## config.mk

```make
export PLATFORM = sky130hd
export DESIGN_NAME = rv32i_decode
export DESIGN_NICKNAME = d
export VERILOG_FILES = /design/src/rtl/rv32i_pkg.sv /design/src/rtl/rv32i_imm_gen.sv /design/src/rtl/rv32i_decode.sv
export SDC_FILE = /design/constraint.sdc
export NUM_CORES = 1
export LEC_CHECK = 0
export ABC_AREA = 1
export BUFFER_PORTS_ARGS = -buffer_cell sky130_fd_sc_hd__clkbuf_2
export CELL_PAD_IN_SITES_DETAIL_PLACEMENT = 1
export CELL_PAD_IN_SITES_GLOBAL_PLACEMENT = 2
export CORE_ASPECT_RATIO = 1.5
export CORE_MARGIN = 2
export CORE_UTILIZATION = 21
export CTS_CLUSTER_SIZE = 20
export DETAILED_ROUTE_END_ITERATION = 16
export PLACE_DENSITY = 0.76
export SKIP_CTS_REPAIR_TIMING = 1
export SLEW_MARGIN = 20
export SYNTH_ARGS = -nofsm -noshare
export SYNTH_HDL_FRONTEND = slang
export SYNTH_SLANG_ARGS = --single-unit
export TNS_END_PERCENT = 10
```

## constraint.sdc

```tcl
create_clock -name clk_i -period 2.5 [get_ports clk_i]
set_clock_uncertainty 0.15 [all_clocks]
set_input_delay 0.5 -clock clk_i [delete_from_list [all_inputs] [get_ports clk_i]]
set_output_delay 0.5 -clock clk_i [all_outputs]
set_load 0.05 [all_outputs]
```

## src/rtl/rv32i_pkg.sv

```systemverilog
// Shared types for the RV32I decode stage: op classes, opcodes,
// immediate formats and the decode-to-execute bundle.
package rv32i_pkg;

   typedef enum logic [3:0] {
      OP_NOP    = 4'd0,
      OP_LUI    = 4'd1,
      OP_AUIPC  = 4'd2,
      OP_JAL    = 4'd3,
      OP_JALR   = 4'd4,
      OP_BRANCH = 4'd5,
      OP_LOAD   = 4'd6,
      OP_STORE  = 4'd7,
      OP_OPIMM  = 4'd8,
      OP_OP     = 4'd9,
      OP_SYSTEM = 4'd10
   } op_e;

   localparam logic [6:0] OPC_LUI    = 7'b0110111;
   localparam logic [6:0] OPC_AUIPC  = 7'b0010111;
   localparam logic [6:0] OPC_JAL    = 7'b1101111;
   localparam logic [6:0] OPC_JALR   = 7'b1100111;
   localparam logic [6:0] OPC_BRANCH = 7'b1100011;
   localparam logic [6:0] OPC_LOAD   = 7'b0000011;
   localparam logic [6:0] OPC_STORE  = 7'b0100011;
   localparam logic [6:0] OPC_OPIMM  = 7'b0010011;
   localparam logic [6:0] OPC_OP     = 7'b0110011;
   localparam logic [6:0] OPC_FENCE  = 7'b0001111;
   localparam logic [6:0] OPC_SYSTEM = 7'b1110011;

   typedef enum logic [2:0] {
      IMM_NONE = 3'd0,
      IMM_I    = 3'd1,
      IMM_S    = 3'd2,
      IMM_B    = 3'd3,
      IMM_U    = 3'd4,
      IMM_J    = 3'd5
   } imm_fmt_e;

   typedef struct packed {
      logic [31:0] pc;
      op_e         op;
      logic [2:0]  funct3;
      logic        funct7b5;
      logic [4:0]  rd;
      logic        rd_we;
      logic [31:0] rs1_data;
      logic [31:0] rs2_data;
      logic [31:0] imm;
      logic        use_imm;
   } decoded_t;

   function automatic logic uses_rs1(input op_e op);
      return op inside {OP_JALR, OP_BRANCH, OP_LOAD,
                        OP_STORE, OP_OPIMM, OP_OP};
   endfunction

   function automatic logic uses_rs2(input op_e op);
      return op inside {OP_BRANCH, OP_STORE, OP_OP};
   endfunction

endpackage

```

## src/rtl/rv32i_imm_gen.sv

```systemverilog
// Immediate generator: builds the sign-extended immediate for the
// selected RV32I instruction format.
import rv32i_pkg::*;

module rv32i_imm_gen (
   input  logic [31:7] instr_i,
   input  imm_fmt_e    fmt_i,
   output logic [31:0] imm_o
);

   always_comb begin
      imm_o = '0;
      unique case (fmt_i)
         IMM_I: imm_o = {{21{instr_i[31]}}, instr_i[30:20]};
         IMM_S: imm_o = {{21{instr_i[31]}}, instr_i[30:25],
                         instr_i[11:7]};
         IMM_B: imm_o = {{20{instr_i[31]}}, instr_i[7],
                         instr_i[30:25], instr_i[11:8], 1'b0};
         IMM_U: imm_o = {instr_i[31:12], 12'b0};
         IMM_J: imm_o = {{12{instr_i[31]}}, instr_i[19:12],
                         instr_i[20], instr_i[30:21], 1'b0};
         default: imm_o = '0;
      endcase
   end

endmodule

```

## src/rtl/rv32i_decode.sv

```systemverilog
// RV32I decode stage with load-use interlock and flush.
// RV32I_DECODE_ILLEGAL_TRAP_EN adds ex_illegal_o for illegal encodings.
import rv32i_pkg::*;

module rv32i_decode #(
   parameter int               XLEN     = 32,
   parameter logic [XLEN-1:0]  RESET_PC = 32'h0000_0000
) (
   input  logic            clk_i,
   input  logic            rst_ni,
   input  logic            fetch_valid_i,
   input  logic [31:0]     fetch_instr_i,
   input  logic [XLEN-1:0] fetch_pc_i,
   output logic            fetch_ready_o,
   input  logic            flush_i,
   input  logic            ex_load_valid_i,
   input  logic [4:0]      ex_load_rd_i,
   output logic [4:0]      rf_rs1_addr_o,
   output logic [4:0]      rf_rs2_addr_o,
   input  logic [XLEN-1:0] rf_rs1_data_i,
   input  logic [XLEN-1:0] rf_rs2_data_i,
   output logic            ex_valid_o,
   input  logic            ex_ready_i,
   output logic [XLEN-1:0] ex_pc_o,
   output logic [3:0]      ex_op_o,
   output logic [2:0]      ex_funct3_o,
   output logic            ex_funct7b5_o,
   output logic [4:0]      ex_rd_o,
   output logic            ex_rd_we_o,
   output logic [XLEN-1:0] ex_rs1_data_o,
   output logic [XLEN-1:0] ex_rs2_data_o,
   output logic [XLEN-1:0] ex_imm_o,
   output logic            ex_use_imm_o
`ifdef RV32I_DECODE_ILLEGAL_TRAP_EN
   ,
   output logic            ex_illegal_o
`endif
);

   logic [6:0]  opc;
   logic [2:0]  f3;
   logic [6:0]  f7;
   op_e         op;
   imm_fmt_e    fmt;
   logic        legal;
   logic        wr;
   logic        ui;
   logic [31:0] imm;
   logic        hazard;
   logic        accept;
   logic        valid_d, valid_q;
   decoded_t    ex_d, ex_q;

   assign opc = fetch_instr_i[6:0];
   assign f3  = fetch_instr_i[14:12];
   assign f7  = fetch_instr_i[31:25];

   assign rf_rs1_addr_o = fetch_instr_i[19:15];
   assign rf_rs2_addr_o = fetch_instr_i[24:20];

   always_comb begin
      op    = OP_NOP;
      fmt   = IMM_NONE;
      legal = 1'b0;
      wr    = 1'b0;
      ui    = 1'b0;
      unique case (opc)
         OPC_LUI: begin
            op = OP_LUI; fmt = IMM_U;
            legal = 1'b1; wr = 1'b1; ui = 1'b1;
         end
         OPC_AUIPC: begin
            op = OP_AUIPC; fmt = IMM_U;
            legal = 1'b1; wr = 1'b1; ui = 1'b1;
         end
         OPC_JAL: begin
            op = OP_JAL; fmt = IMM_J;
            legal = 1'b1; wr = 1'b1;
         end
         OPC_JALR: begin
            op = OP_JALR; fmt = IMM_I;
            legal = (f3 == 3'd0); wr = 1'b1; ui = 1'b1;
         end
         OPC_BRANCH: begin
            op = OP_BRANCH; fmt = IMM_B;
            legal = (f3 != 3'd2) && (f3 != 3'd3);
         end
         OPC_LOAD: begin
            op = OP_LOAD; fmt = IMM_I;
            legal = f3 inside {3'd0, 3'd1, 3'd2, 3'd4, 3'd5};
            wr = 1'b1; ui = 1'b1;
         end
         OPC_STORE: begin
            op = OP_STORE; fmt = IMM_S;
            legal = f3 inside {3'd0, 3'd1, 3'd2};
            ui = 1'b1;
         end
         OPC_OPIMM: begin
            op = OP_OPIMM; fmt = IMM_I;
            wr = 1'b1; ui = 1'b1;
            // Only the shift-immediates constrain funct7
            if (f3 == 3'd1)      legal = (f7 == 7'h00);
            else if (f3 == 3'd5) legal = (f7 == 7'h00) || (f7 == 7'h20);
            else                 legal = 1'b1;
         end
         OPC_OP: begin
            op = OP_OP; wr = 1'b1;
            legal = (f7 == 7'h00) ||
                    ((f7 == 7'h20) && ((f3 == 3'd0) || (f3 == 3'd5)));
         end
         OPC_FENCE: begin
            op = OP_NOP; legal = (f3 == 3'd0);
         end
         OPC_SYSTEM: begin
            op = OP_SYSTEM;
            legal = (fetch_instr_i[31:7] == 25'h0000000) ||
                    (fetch_instr_i[31:7] == 25'h0002000);
         end
         default: legal = 1'b0;
      endcase
      if (!legal) begin
         op  = OP_NOP;
         fmt = IMM_NONE;
         wr  = 1'b0;
         ui  = 1'b0;
      end
   end

   rv32i_imm_gen u_imm_gen (
      .instr_i (fetch_instr_i[31:7]),
      .fmt_i   (fmt),
      .imm_o   (imm)
   );

   always_comb begin
      ex_d          = '0;
      ex_d.pc       = fetch_pc_i;
      ex_d.op       = op;
      ex_d.funct3   = f3;
      ex_d.funct7b5 = fetch_instr_i[30];
      ex_d.rd       = wr ? fetch_instr_i[11:7] : 5'd0;
      ex_d.rd_we    = wr && (fetch_instr_i[11:7] != 5'd0);
      ex_d.rs1_data = rf_rs1_data_i;
      ex_d.rs2_data = rf_rs2_data_i;
      ex_d.imm      = imm;
      ex_d.use_imm  = ui;
   end

   assign hazard = ex_load_valid_i && (ex_load_rd_i != 5'd0) &&
                   ((uses_rs1(op) && (ex_load_rd_i == rf_rs1_addr_o)) ||
                    (uses_rs2(op) && (ex_load_rd_i == rf_rs2_addr_o)));

   assign fetch_ready_o = (!valid_q || ex_ready_i) && !hazard;
   assign accept = fetch_valid_i && fetch_ready_o && !flush_i;

   always_comb begin
      valid_d = valid_q;
      if (flush_i)         valid_d = 1'b0;
      else if (accept)     valid_d = 1'b1;
      else if (ex_ready_i) valid_d = 1'b0;
   end

   always_ff @(posedge clk_i) begin
      if (!rst_ni) begin
         valid_q <= 1'b0;
         ex_q    <= '0;
         ex_q.pc <= RESET_PC;
         ex_q.op <= OP_NOP;
      end else begin
         valid_q <= valid_d;
         if (accept) ex_q <= ex_d;
      end
   end

`ifdef RV32I_DECODE_ILLEGAL_TRAP_EN
   logic ill_q;

   always_ff @(posedge clk_i) begin
      if (!rst_ni)     ill_q <= 1'b0;
      else if (accept) ill_q <= !legal;
   end

   assign ex_illegal_o = ill_q;
`endif

   assign ex_valid_o    = valid_q;
   assign ex_pc_o       = ex_q.pc;
   assign ex_op_o       = ex_q.op;
   assign ex_funct3_o   = ex_q.funct3;
   assign ex_funct7b5_o = ex_q.funct7b5;
   assign ex_rd_o       = ex_q.rd;
   assign ex_rd_we_o    = ex_q.rd_we;
   assign ex_rs1_data_o = ex_q.rs1_data;
   assign ex_rs2_data_o = ex_q.rs2_data;
   assign ex_imm_o      = ex_q.imm;
   assign ex_use_imm_o  = ex_q.use_imm;

endmodule
```

# Word-level counts from Yosys, hierarchy flattened
# Cells that the tools add are included.
# word_totals
register_bits,144
in_bits,139
output_inout_bits,155
elab_cells,95
# op_classes
n_eq_ne,32
mux,15
bitwise_logic,1
n_reduce_logical,36
# ops
operator,n
one-hot mux 32 bit (5 select lines),1
one-hot mux 4 bit (10 select lines),1
== test 7 x 6 -> 1 bit (second input constant),4
== test 7 bit (second input constant),4
== test 25 x 14 -> 1 bit (second input constant),1
zero test 25 bit,1
== test 4 x 3 -> 1 bit (second input constant),4
one-hot mux 3 bit (5 select lines),1
nonzero test 5 bit,3
== test 7 x 5 -> 1 bit (second input constant),2
== test 3 bit (second input constant),4
== test 5 bit,2
logical AND 1 bit,10
== test 3 x 2 -> 1 bit (second input constant),3
== test 4 bit (second input constant),2
two-way mux 1 bit,8
one-hot mux 1 bit (8 select lines),1
== test 7 x 2 -> 1 bit (second input constant),1
== test 7 x 4 -> 1 bit (second input constant),1
zero test 7 bit,1
OR reduction 7 bit,1
== test 3 x 1 -> 1 bit (second input constant),2
logical OR 1 bit,6
inequality test 3 x 2 -> 1 bit (second input constant),2
12 further kinds,18

# Longest topological paths before layout
# depth
ltp_word,16
ltp_mapped,19
mapped_depth_nobuf,16

# Cells and area by module
# A second synthesis with hierarchy kept.
# unflattened
cells_unflattened,1466
area_unflattened_um2,8569.5
# by_module_without_submodules
module,instances,cells_each,area_each_um2,seq_area_each_um2
rv32i_decode,1,1374,8114.0,2882.8
rv32i_imm_gen,1,92,455.4,0.0

# Worst setup path after synthesis
# No wires, ideal clock.
# synth_timing
path_type,input-to-output
startpoint,input fetch_instr_i[1]
endpoint,output fetch_ready_o
arrival_ps,2237
path_slack_ps,-387
cell_stages,16
path_buffers,3
cell_sequence,nand2_1 nor2_1 nand2_2 nand2_4 nor2_1 nand2_1 inv_1 nand2_1 buf_6 nand3_1 nand2_1 nand3_2 buf_2 buf_4 nand2_1 inv_1
# synth_between
elab_chain_cells,11
word_cells_on_any_way,30
# synth_lines
element,line_no,rtl
start: declaration,rv32i_decode.sv:12,"input logic [31:0] fetch_instr_i,"
== test 7 bit (tied with other cells),rv32i_decode.sv:67,unique case (opc)
OR reduction 3 bit (no line) or OR reduction 2 bit (tied branches),-,
one-hot mux 1 bit (8 select lines),rv32i_decode.sv:67,
two-way mux 4 bit (*),rv32i_decode.sv:121,if (!legal) begin
== test 4 x 3 -> 1 bit (tied with other cells),rv32i_pkg.sv:54,"return op inside {OP_JALR, OP_BRANCH, OP_LOAD,"
nonzero test 6 bit or nonzero test 3 bit (tied branches),"rv32i_pkg.sv:54, rv32i_pkg.sv:59",
logical AND 1 bit (on tied branches),"rv32i_decode.sv:150, rv32i_decode.sv:151",
logical OR 1 bit (*),rv32i_decode.sv:150,((uses_rs1(op) && (ex_load_rd_i == rf_rs1_addr_o)) ||
logical AND 1 bit (*),rv32i_decode.sv:149,assign hazard = ex_load_valid_i && (ex_load_rd_i != 5'd0) &&
zero test 1 bit (*),rv32i_decode.sv:153,assign fetch_ready_o = (!valid_q || ex_ready_i) && !hazard;
logical AND 1 bit (*),rv32i_decode.sv:153,
end: declaration,rv32i_decode.sv:14,"output logic fetch_ready_o,"
# Mark *: on every way between the ends. The rest lies on a longest branch, timed or not.

# Worst setup path in the final report
# layout_timing
startpoint,input fetch_instr_i[3]
endpoint,output fetch_ready_o
# The elaborated chain is that of the path after synthesis.

==> results.toml <==
[synth]
synth-async-reset-ratio_pct = 0
synth.top_cells.by_count = "nand2_1, nor2_1, inv_1, dfxtp_1, nand4_1"
synth-main-ff-cell = "dfxtp_1"
synth.distinct_cells = 28
syn_nets = 1253
synth_area_leaders = "dfxtp_1, nand2_1, nor2_1, inv_1, nand4_1"
synth_enable_flop_cells = 0
syn_inst = 1114
synth-seq-cells = 144
synth.largest_area_cell = "dfxtp_1"
synth_top_area_share_pct = 41.4
synth_area_per_cell_um2 = 6.26
yosysMostFrequentCell = "nand2_1"
ys_seq_area_share_pct = 41.4
ys_warn_count = 0
synth_area_um2 = 6970

[timing]
min_period_ns = 2.64
relSlewSlack_pct = 65.3
final_hold_viol_count = 0
drv_slew = 0
hold_ws_ns = 0.108
fmax_mhz = 379
setup_ws_ns = -0.141
post-route-period-util_pct = 106
setup-violations-final = 1
rsz0062_at_grt = "yes"
tightestPinTransition_ns = 0.519

[pwr]
ir_drop_mv = 0.361
pwr-share-comb_pct = 22.2
cellPowerDensity_nw_per_um2 = 613
seqPwrFrac_pct = 39.0
switchingPower_mw = 2.08
leakagePower_nw = 5.76
pwr-share-clk_pct = 38.8
p_int_mw = 4.31
p_sw_share_pct = 32.5

[clock_network]
clk_latency_ns = 0.43
cts_max_level = 4
ctsLongestPathBuffers = 2
root_buffer = "clkbuf_16"
cts_buffers = 17
cts_sinks = 144
clk_pin_slew_worst_paths_ns = 0.06
cts_tree = "yes"

[grt]
overflow = 0
grt_pass1_vias = 8012
gr-usage-all-layers_pct = 15.4
grt_pass1_wl_um = 41900
antenna_found_initial = 1
grt_max_degree = 47

[outcome]
status = "finished, violations left"
failed_checks = "negative setup slack"

[detailed_routing]
num_vias = 7809
routed_wl_um = 27000
wl_per_cell_um = 14.2
drc = 0
ant_nets = 0
drtPass1Iterations = 4
vias_per_cell = 4.11
drt_iter0_drc = 273

[final_layout]
syn2layout_area_growth_pct = 49.3
drive_above_1_share_pct = 33.0
nNetsFinal = 1611
final_core_util_pct = 31.9

[setup_path]
worst_path_max_delay_cell = "nor2_4"
cp_cell_sequence = "buf_12 > inv_12 > nand2_4 > nor2_4 > inv_2 > nor2_2 > nand2_1 > nand2_1 > inv_1 > nand2_2 > nand3_2 > nand2_2 > nand3_4 > nand2_4 > clkinvlp_4 > buf_8"
worst-setup-path-type = "in -> out"
critPathMaxStageDelay_ns = 0.17
cp.required_ns = 1.85
path_max_fanout = 6
crit_buf_inv = 6
cp.arrival_ns = 1.99
cp-start-kind = "input pin"
cpLargestDelayFamily = "simple AND/OR/NAND/NOR gates"
critPathCaptureType = "output port"

[die]
die_h_um = 227
ios = 294
core_um2 = 32600
die_w_um = 153
num_rows = 81
dieArea_um2 = 34700
initial_utilization_pct = 21.4

[min_path]
worstHoldPathType = "in -> reg"

[placed_design]
numPortBuffers = 293
routabilityCongestion = 0.809
hpwl_um = 21500

[job]
maxCapViolCount = 0
[power by group through the flow]
stage / Clock [mW] / Sequential (mW) / Combinational, mW
after floorplan: 0 / 2.98 / 0.449
after global placement: 0 / 2.54 / 1.38
after detailed placement: 0 / 2.55 / 1.41
after CTS: 2.59 / 2.49 / 1.41
after global routing: 2.68 / 2.51 / 1.54
final: 2.48 / 2.49 / 1.41
[stage by stage]
step	area [µm²]	setup slack [ns]	setup TNS [ns]	instances	total power, mW
after floorplan	7040	-0.283	-0.283	1114	3.43
after global placement	9640	-0.486	-54.74	1865	3.92
after detailed placement	9640	-0.519	-56.08	1865	3.95
after CTS	10200	-0.432	-0.479	1896	6.49
after global routing	10400	-0.257	-0.257	1900	6.73
final	10400	-0.141	-0.141	1902	6.38
[sequential cells by signal, summed over array words and instances (netlist names)]
register       flops
ex_imm_o          32
ex_rs1_data_o     32
ex_funct7b5_o      1
ex_pc_o           32
ex_rs2_data_o     32
ex_use_imm_o       1
ex_rd_o            5
ex_valid_o         1
ex_rd_we_o         1
ex_op_o            4
ex_funct3_o        3
[metal layers]
layer	track usage (%)	vias to the layer above	routed length (µm)
met5	0	-	0
met1	16.0	3554	10200
li1	-	4013	-
met2	29.6	205	14700
met3	3.56	37	1300
met4	6.54	0	758
[final cells by class]
class | instances | area (µm²)
well taps | 415 | 519
inverters | 173 | 676
clock buffers | 23 | 478
flip-flops and latches | 144 | 2880
fillers | 4221 | 22200
multi-input cells | 732 | 3210
repair buffers | 404 | 2550
diodes | 3 | 7.51
clock inverters | 8 | 82.6
[cell usage in the layout (no fill, tap or decap), drive strengths merged]
cell,Yosys,routed
a21oi,35,35
a31o,1,1
a31oi,2,2
a41oi,1,1
buf,41,119
bufinv,0,1
clkbuf,24,308
clkinv,0,6
clkinvlp,0,2
dfxtp,144,144
diode,0,3
inv,173,172
nand2,344,344
nand3,19,19
nand4,39,39
nor2,262,262
nor3,2,2
nor4,2,2
o21ai,15,15
o31ai,1,1
o41ai,1,1
or2,1,1
xnor2,4,4
xor2,3,3
[cell families (layout without fill, tap and decap cells)]
family                    Yosys count  count (layout)  share of synthesized area (%)
xor gates and xnor gates            7               7                          0.880
other                               0               3                              0
DFF                               144             144                           41.4
AOI/OAI and AO/OA                  56              56                           4.25
and+or+nand+nor                   669             669                           38.7
buffers and inverters             238             608                           14.8
[final timing paths]
kind | from | endpoint | slack [ns] | cells after the start
min reg2reg | ex_imm_o[2]$_SDFFE_PN0P_ | ex_imm_o[2]$_SDFFE_PN0P_ | 0.31 | 2
max | fetch_instr_i[3] | fetch_ready_o | -0.14 | 16
min | flush_i | ex_valid_o$_SDFFE_PP0P_ | 0.11 | 2
max reg2reg | ex_valid_o$_SDFFE_PP0P_ | ex_imm_o[8]$_SDFFE_PN0P_ | 0.88 | 5
Note: power is estimated with default switching activity, not from simulation.
